--- src/rtl/wb_cmd_initiator.sv ---
// Single-outstanding command-to-Wishbone (classic cycle) initiator with retry handling.
// Optional per-access timeout enabled by defining WB_CMD_INITIATOR_TIMEOUT_EN.
module wb_cmd_initiator #(
    parameter int unsigned TIMEOUT   = 255,
    parameter int unsigned MAX_RETRY = 3
) (
    input  logic        clk,
    input  logic        rst_n,

    input  logic        cmd_valid,
    output logic        cmd_ready,
    input  logic        cmd_we,
    input  logic [31:0] cmd_adr,
    input  logic [31:0] cmd_dat,
    input  logic [3:0]  cmd_sel,

    output logic        rsp_valid,
    input  logic        rsp_ready,
    output logic [31:0] rsp_dat,
    output logic        rsp_err,

    output logic [31:0] wbm_adr_o,
    output logic [31:0] wbm_dat_o,
    output logic [3:0]  wbm_sel_o,
    output logic        wbm_we_o,
    output logic        wbm_cyc_o,
    output logic        wbm_stb_o,
    output logic [2:0]  wbm_cti_o,
    output logic [1:0]  wbm_bte_o,
    input  logic        wbm_ack_i,
    input  logic        wbm_err_i,
    input  logic        wbm_rty_i,
    input  logic [31:0] wbm_dat_i
);

    if (TIMEOUT < 1 || TIMEOUT > 65535) begin : g_bad_timeout
        $error("wb_cmd_initiator: TIMEOUT out of range 1..65535");
    end
    if (MAX_RETRY > 15) begin : g_bad_retry
        $error("wb_cmd_initiator: MAX_RETRY out of range 0..15");
    end

    typedef enum logic [1:0] {
        S_IDLE,
        S_BUS,
        S_RESP
    } state_t;

    state_t      state, state_d;
    logic        ready_en;
    logic        gap, gap_d;
    logic [3:0]  retry_cnt, retry_d;
    logic        accept;
    logic        cyc;

    logic        we_q;
    logic [31:0] adr_q;
    logic [31:0] dat_q;
    logic [3:0]  sel_q;

    logic [31:0] rsp_dat_q, rsp_dat_d;
    logic        rsp_err_q, rsp_err_d;

`ifdef WB_CMD_INITIATOR_TIMEOUT_EN
    localparam logic [15:0] TO_LAST = 16'(TIMEOUT - 1);
    logic [15:0] to_cnt, to_d;
    logic        to_hit;

    assign to_hit = (to_cnt >= TO_LAST);
`endif

    // The one-cycle retry gap is a flag inside BUS rather than its own state.
    always_comb begin
        state_d   = state;
        gap_d     = gap;
        retry_d   = retry_cnt;
        rsp_dat_d = rsp_dat_q;
        rsp_err_d = rsp_err_q;
        accept    = 1'b0;
`ifdef WB_CMD_INITIATOR_TIMEOUT_EN
        to_d      = to_cnt;
`endif
        case (state)
            S_IDLE: begin
                if (cmd_valid && ready_en) begin
                    accept    = 1'b1;
                    retry_d   = '0;
                    gap_d     = 1'b0;
                    rsp_dat_d = '0;
                    rsp_err_d = 1'b0;
`ifdef WB_CMD_INITIATOR_TIMEOUT_EN
                    to_d      = '0;
`endif
                    state_d   = S_BUS;
                end
            end
            S_BUS: begin
                if (gap) begin
                    gap_d = 1'b0;
                end else if (wbm_err_i) begin
                    rsp_dat_d = '0;
                    rsp_err_d = 1'b1;
                    state_d   = S_RESP;
                end else if (wbm_ack_i) begin
                    rsp_dat_d = we_q ? '0 : wbm_dat_i;
                    rsp_err_d = 1'b0;
                    state_d   = S_RESP;
                end else if (wbm_rty_i) begin
                    if (retry_cnt < 4'(MAX_RETRY)) begin
                        retry_d = retry_cnt + 4'd1;
                        gap_d   = 1'b1;
`ifdef WB_CMD_INITIATOR_TIMEOUT_EN
                        to_d    = '0;
`endif
                    end else begin
                        rsp_dat_d = '0;
                        rsp_err_d = 1'b1;
                        state_d   = S_RESP;
                    end
                end
`ifdef WB_CMD_INITIATOR_TIMEOUT_EN
                else if (to_hit) begin
                    rsp_dat_d = '0;
                    rsp_err_d = 1'b1;
                    state_d   = S_RESP;
                end else if (to_cnt != '1) begin
                    to_d = to_cnt + 16'd1;
                end
`endif
            end
            S_RESP: begin
                if (rsp_ready) begin
                    state_d = S_IDLE;
                end
            end
            default: state_d = S_IDLE;
        endcase
    end

    always_ff @(posedge clk or negedge rst_n) begin
        if (!rst_n) begin
            state     <= S_IDLE;
            ready_en  <= 1'b0;
            gap       <= 1'b0;
            retry_cnt <= '0;
            rsp_dat_q <= '0;
            rsp_err_q <= 1'b0;
`ifdef WB_CMD_INITIATOR_TIMEOUT_EN
            to_cnt    <= '0;
`endif
        end else begin
            state     <= state_d;
            ready_en  <= 1'b1;
            gap       <= gap_d;
            retry_cnt <= retry_d;
            rsp_dat_q <= rsp_dat_d;
            rsp_err_q <= rsp_err_d;
`ifdef WB_CMD_INITIATOR_TIMEOUT_EN
            to_cnt    <= to_d;
`endif
        end
    end

    always_ff @(posedge clk or negedge rst_n) begin
        if (!rst_n) begin
            we_q  <= 1'b0;
            adr_q <= '0;
            dat_q <= '0;
            sel_q <= '0;
        end else if (accept) begin
            we_q  <= cmd_we;
            adr_q <= cmd_adr;
            dat_q <= cmd_dat;
            sel_q <= cmd_sel;
        end
    end

    // Derived from the async-reset state so cyc falls the moment rst_n drops.
    assign cyc       = (state == S_BUS) && !gap;
    assign wbm_cyc_o = cyc;
    assign wbm_stb_o = cyc;
    assign wbm_we_o  = cyc & we_q;
    assign wbm_adr_o = cyc ? adr_q : '0;
    assign wbm_dat_o = cyc ? dat_q : '0;
    assign wbm_sel_o = cyc ? sel_q : '0;
    assign wbm_cti_o = 3'b000;
    assign wbm_bte_o = 2'b00;

    assign cmd_ready = ready_en && (state == S_IDLE);
    assign rsp_valid = (state == S_RESP);
    assign rsp_dat   = rsp_dat_q;
    assign rsp_err   = rsp_err_q;

endmodule

--- config.mk ---
export PLATFORM = sky130hd
export DESIGN_NAME = wb_cmd_initiator
export DESIGN_NICKNAME = d
export VERILOG_FILES = /design/src/rtl/wb_cmd_initiator.sv
export SDC_FILE = /design/constraint.sdc
export NUM_CORES = 1
export LEC_CHECK = 0
export CAP_MARGIN = 30
export CORE_MARGIN = 2
export CORE_UTILIZATION = 46
export CTS_BUF_LIST = sky130_fd_sc_hd__clkbuf_4 sky130_fd_sc_hd__clkbuf_8
export CTS_CLUSTER_DIAMETER = 40
export CTS_CLUSTER_SIZE = 8
export DETAILED_ROUTE_END_ITERATION = 6
export HOLD_SLACK_MARGIN = 0.08
export PLACE_DENSITY = 0.9
export REMOVE_ABC_BUFFERS = 1
export SKIP_LAST_GASP = 1
export SYNTH_ARGS = -nofsm -noshare
export SYNTH_HDL_FRONTEND = slang
export SYNTH_SLANG_ARGS = --single-unit
--- constraint.sdc ---
create_clock -name clk -period 3.16 [get_ports clk]
set_clock_uncertainty 0.15 [all_clocks]
set_input_delay 0.316 -clock clk [delete_from_list [all_inputs] [get_ports clk]]
set_output_delay 0.316 -clock clk [all_outputs]
set_load 0.05 [all_outputs]
==> out/qor.csv <==
stage,metric,value,unit
timing,maxSlewHeadroom,53.24,%
floorplan,core,10180,um^2
floorplan,die_h,105.7,um
setup_path,crit_arrival,2.41,ns
detailed_routing,remaining_drc_errors,0,
placement,port_buffers,213,
grt,grtUsageTotal,25.65,%
placement,gp_congestion,0.7783,
logic_synthesis,ys_warn_count,0,
floorplan,io_pins,219,
setup_path,critPathLaunch,state[0],
clocking,cts_resized,0,
timing,finalHoldViolations,0,
clocking,cts.path.max_buffers,2,
layout,area_growth,65.62,%
grt,grt-ovfl-total,0,
clocking,cts_buffers,9,
setup_path,reg2reg_from,state[0],
detailed_routing,drtPass1Iterations,4,
timing,worst_pin_slew,0.7014,ns
floorplan,dieArea,11180,um^2
clocking,cts_tree,built,
logic_synthesis,synth_top_area_share,57.83,%
layout,multiInputGateArea,1829,um^2
power_and_ir_drop,p_per_area,798.5,nW/um^2
timing,maxSlewViolCount,0,
logic_synthesis,ys_ff_latch,110,
logic_synthesis,ys_top_cells_by_area,"dfrtp_1, nand2_1, and2_1",
timing,holdWs,0.3198,ns
power_and_ir_drop,total_leakage_power,3.726,nW
clocking,clk_pin_slew_worst_paths,0.12,ns
grt,grt_max_degree,58,
logic_synthesis,synth_top_area_cell,dfrtp_1,
timing,max_freq,347.6,MHz
detailed_routing,drt-met1-wl,5.191,mm
run,max_cap_violations,0,
detailed_routing,ant_nets,0,
layout,fin_nets,804,
setup_path,crit_path_end_kind,output pin,
timing,fin_ws,0.2833,ns
detailed_routing,drt-initial-drc-count,214,
setup_path,critPathRequiredTime,2.69,ns
logic_synthesis,syn_area_per_cell,9.596,um^2
setup_path,path_cells,or3b_1 -> inv_2 -> buf_4 -> and2_1 -> buf_12,
floorplan,rows,37,
power_and_ir_drop,peakVddDrop,0.4409,mV
detailed_routing,viasPerCell,5.090,
grt,grt_pass1_vias,4535,
detailed_routing,wl_per_cell,16.96,um
timing,rsz0062_at_grt,no,
layout,num-fill-cells,635,
setup_path,critPathLaunchType,flip-flop,
clocking,htree_num_levels,3,
setup_path,path_max_fanout,33,
clocking,clkLatencyLatePin,0.37,ns
worst_hold_path,hold_path.class,primary input to flip-flop,
timing,fin_crit,2.877,ns
timing,finalSetupTns,0,ns
logic_synthesis,syn_inst,496,
grt,grt_pass1_wl,22.71,mm
setup_path,max_stage_delay,0.54,ns
layout,drive_gt1_share,18.03,%
run_status,outcome,completed,
layout,final-seq-area,2753,um^2
detailed_routing,routed_wl,14.16,mm
layout,fin_util,77.40,%
timing,setup_viol,0,
logic_synthesis,netlist_area,4760,um^2
floorplan,die_w,105.7,um
detailed_routing,wl_met2,7.709,mm
layout,finalInstanceArea,7883,um^2
placement,dpl_worst_slack,0.7302,ns
grt,antenna_found_initial,0,
clocking,cts_root_buf,clkbuf_8,
floorplan,initial_core_util,46.73,%
setup_path,path_class,flip-flop to output pin,
logic_synthesis,synth-async-reset-ratio,100.0,%
setup_path,worst_path_max_delay_cell,dfrtp_1,
placement,postPlaceCellArea,7701,um^2
logic_synthesis,ys_seq_area_share,57.83,%
clocking,cts_sinks,110,
placement,post-dp-hpwl,10.55,mm
setup_path,rrSetupSlack,0.74,ns
logic_synthesis,ys.flop_type,dfrtp_1,
layout,antenna_cells,0,
timing,period_share,91.04,%
worst_hold_path,hold_start,cmd_dat[1],
logic_synthesis,synth-edff-count,0,
logic_synthesis,netlist-cell-type-count,37,
detailed_routing,routed.top_layer,met4,
detailed_routing,route.met3.wl,931,um
detailed_routing,num_vias,4250,
[cells by family after synthesis]
logic type                 synth area share [%]
adders and majority gates                0.2628
AOI/OAI and AO/OA                         8.675
DFF                                       57.83
other                                    0.1578
and+or+nand+nor                           28.55
buffers and inverters                     4.522
[synthesized netlist by cell type, drive strengths merged (2+ instances only)]
cell and count:
a21oi 3, a22o 32, buf 17, or3b 2, dfrtp 110, nand2 208
o21ai 2, conb 2, and2 71, inv 3, o211ai 2, clkbuf 21
a31oi 2, o2bb2ai 2, nor2 2, nor3b 2
[per-stage QoR]
stage	total power, W	instances
final	0.006294	835
after global routing	0.006624	835
after CTS	0.006330	835
after detailed placement	0.005549	819
after global placement	0.005387	818
after floorplan	0.003951	462
[placed cells by master (no fill, tap or decap), types with 2 or more instances in the layout]
master and count:
nand2_1 208, clkdlybuf4s50_1 141, dfrtp_1 110, buf_12 74, and2_1 71, a22o_2 25, clkbuf_8 9, a22o_1 7
conb_1 6, buf_4 6, a21oi_1 3, clkinvlp_4 3, nor3b_1 2, nor2_1 2, o211ai_1 2, o21ai_0 2
a31oi_1 2, inv_1 2, o2bb2ai_1 2
[worst max-delay path, delay by kind of cell (launching register included)]
kind	cells	cell delay, ns
and+or+nand+nor	2	0.79
buffers and inverters	3	0.70
DFF	1	0.54
[final cells by class]
class                   instances  area share [%]
clock buffers                   9           1.571
clock inverters                 6          0.6032
inverters                       3          0.1429
multi-input cells             349           23.21
flip-flops and latches        110           34.92
well taps                     136           2.159
repair buffers                222           37.40
[sequential cells by signal, indices dropped and copies added, names as in the netlist]
| name | flops |
|---|---|
| state | 2 |
| rsp_dat | 32 |
| retry_cnt | 4 |
| ready_en | 1 |
| adr_q | 32 |
| gap | 1 |
| we_q | 1 |
| dat_q | 32 |
| rsp_err | 1 |
| sel_q | 4 |
[report_power, final]
part / leakage, nW / switching, W / internal, W
sequential: 1.42 / 0.000312 / 0.00194
clock: 0.0796 / 0.000488 / 0.000290
combinational: 2.23 / 0.00189 / 0.00137
[worst paths after layout]
path | end | cells past startpoint
max | wbm_adr_o[4] | 5
min reg2reg | dat_q[7] | 2
max in group asynchronous | rsp_dat[23] | 3
min | dat_q[1] | 3
max reg2reg | rsp_dat[2] | 6
min in group asynchronous | rsp_dat[12] | 2
[layer usage]
| metal | GRT usage (%) | up-vias |
|---|---|---|
| met1 | 30.24 | 2090 |
| met5 | 0 | - |
| met4 | 9.023 | 0 |
| li1 | - | 1964 |
| met3 | 5.875 | 27 |
| met2 | 45.85 | 169 |
[what timing repair did]
action	CTS	global route
endpoints found under the hold margin	53	0
setup buffers	0	0
hold buffers	1	0
Power figures use the tool's default switching activity.
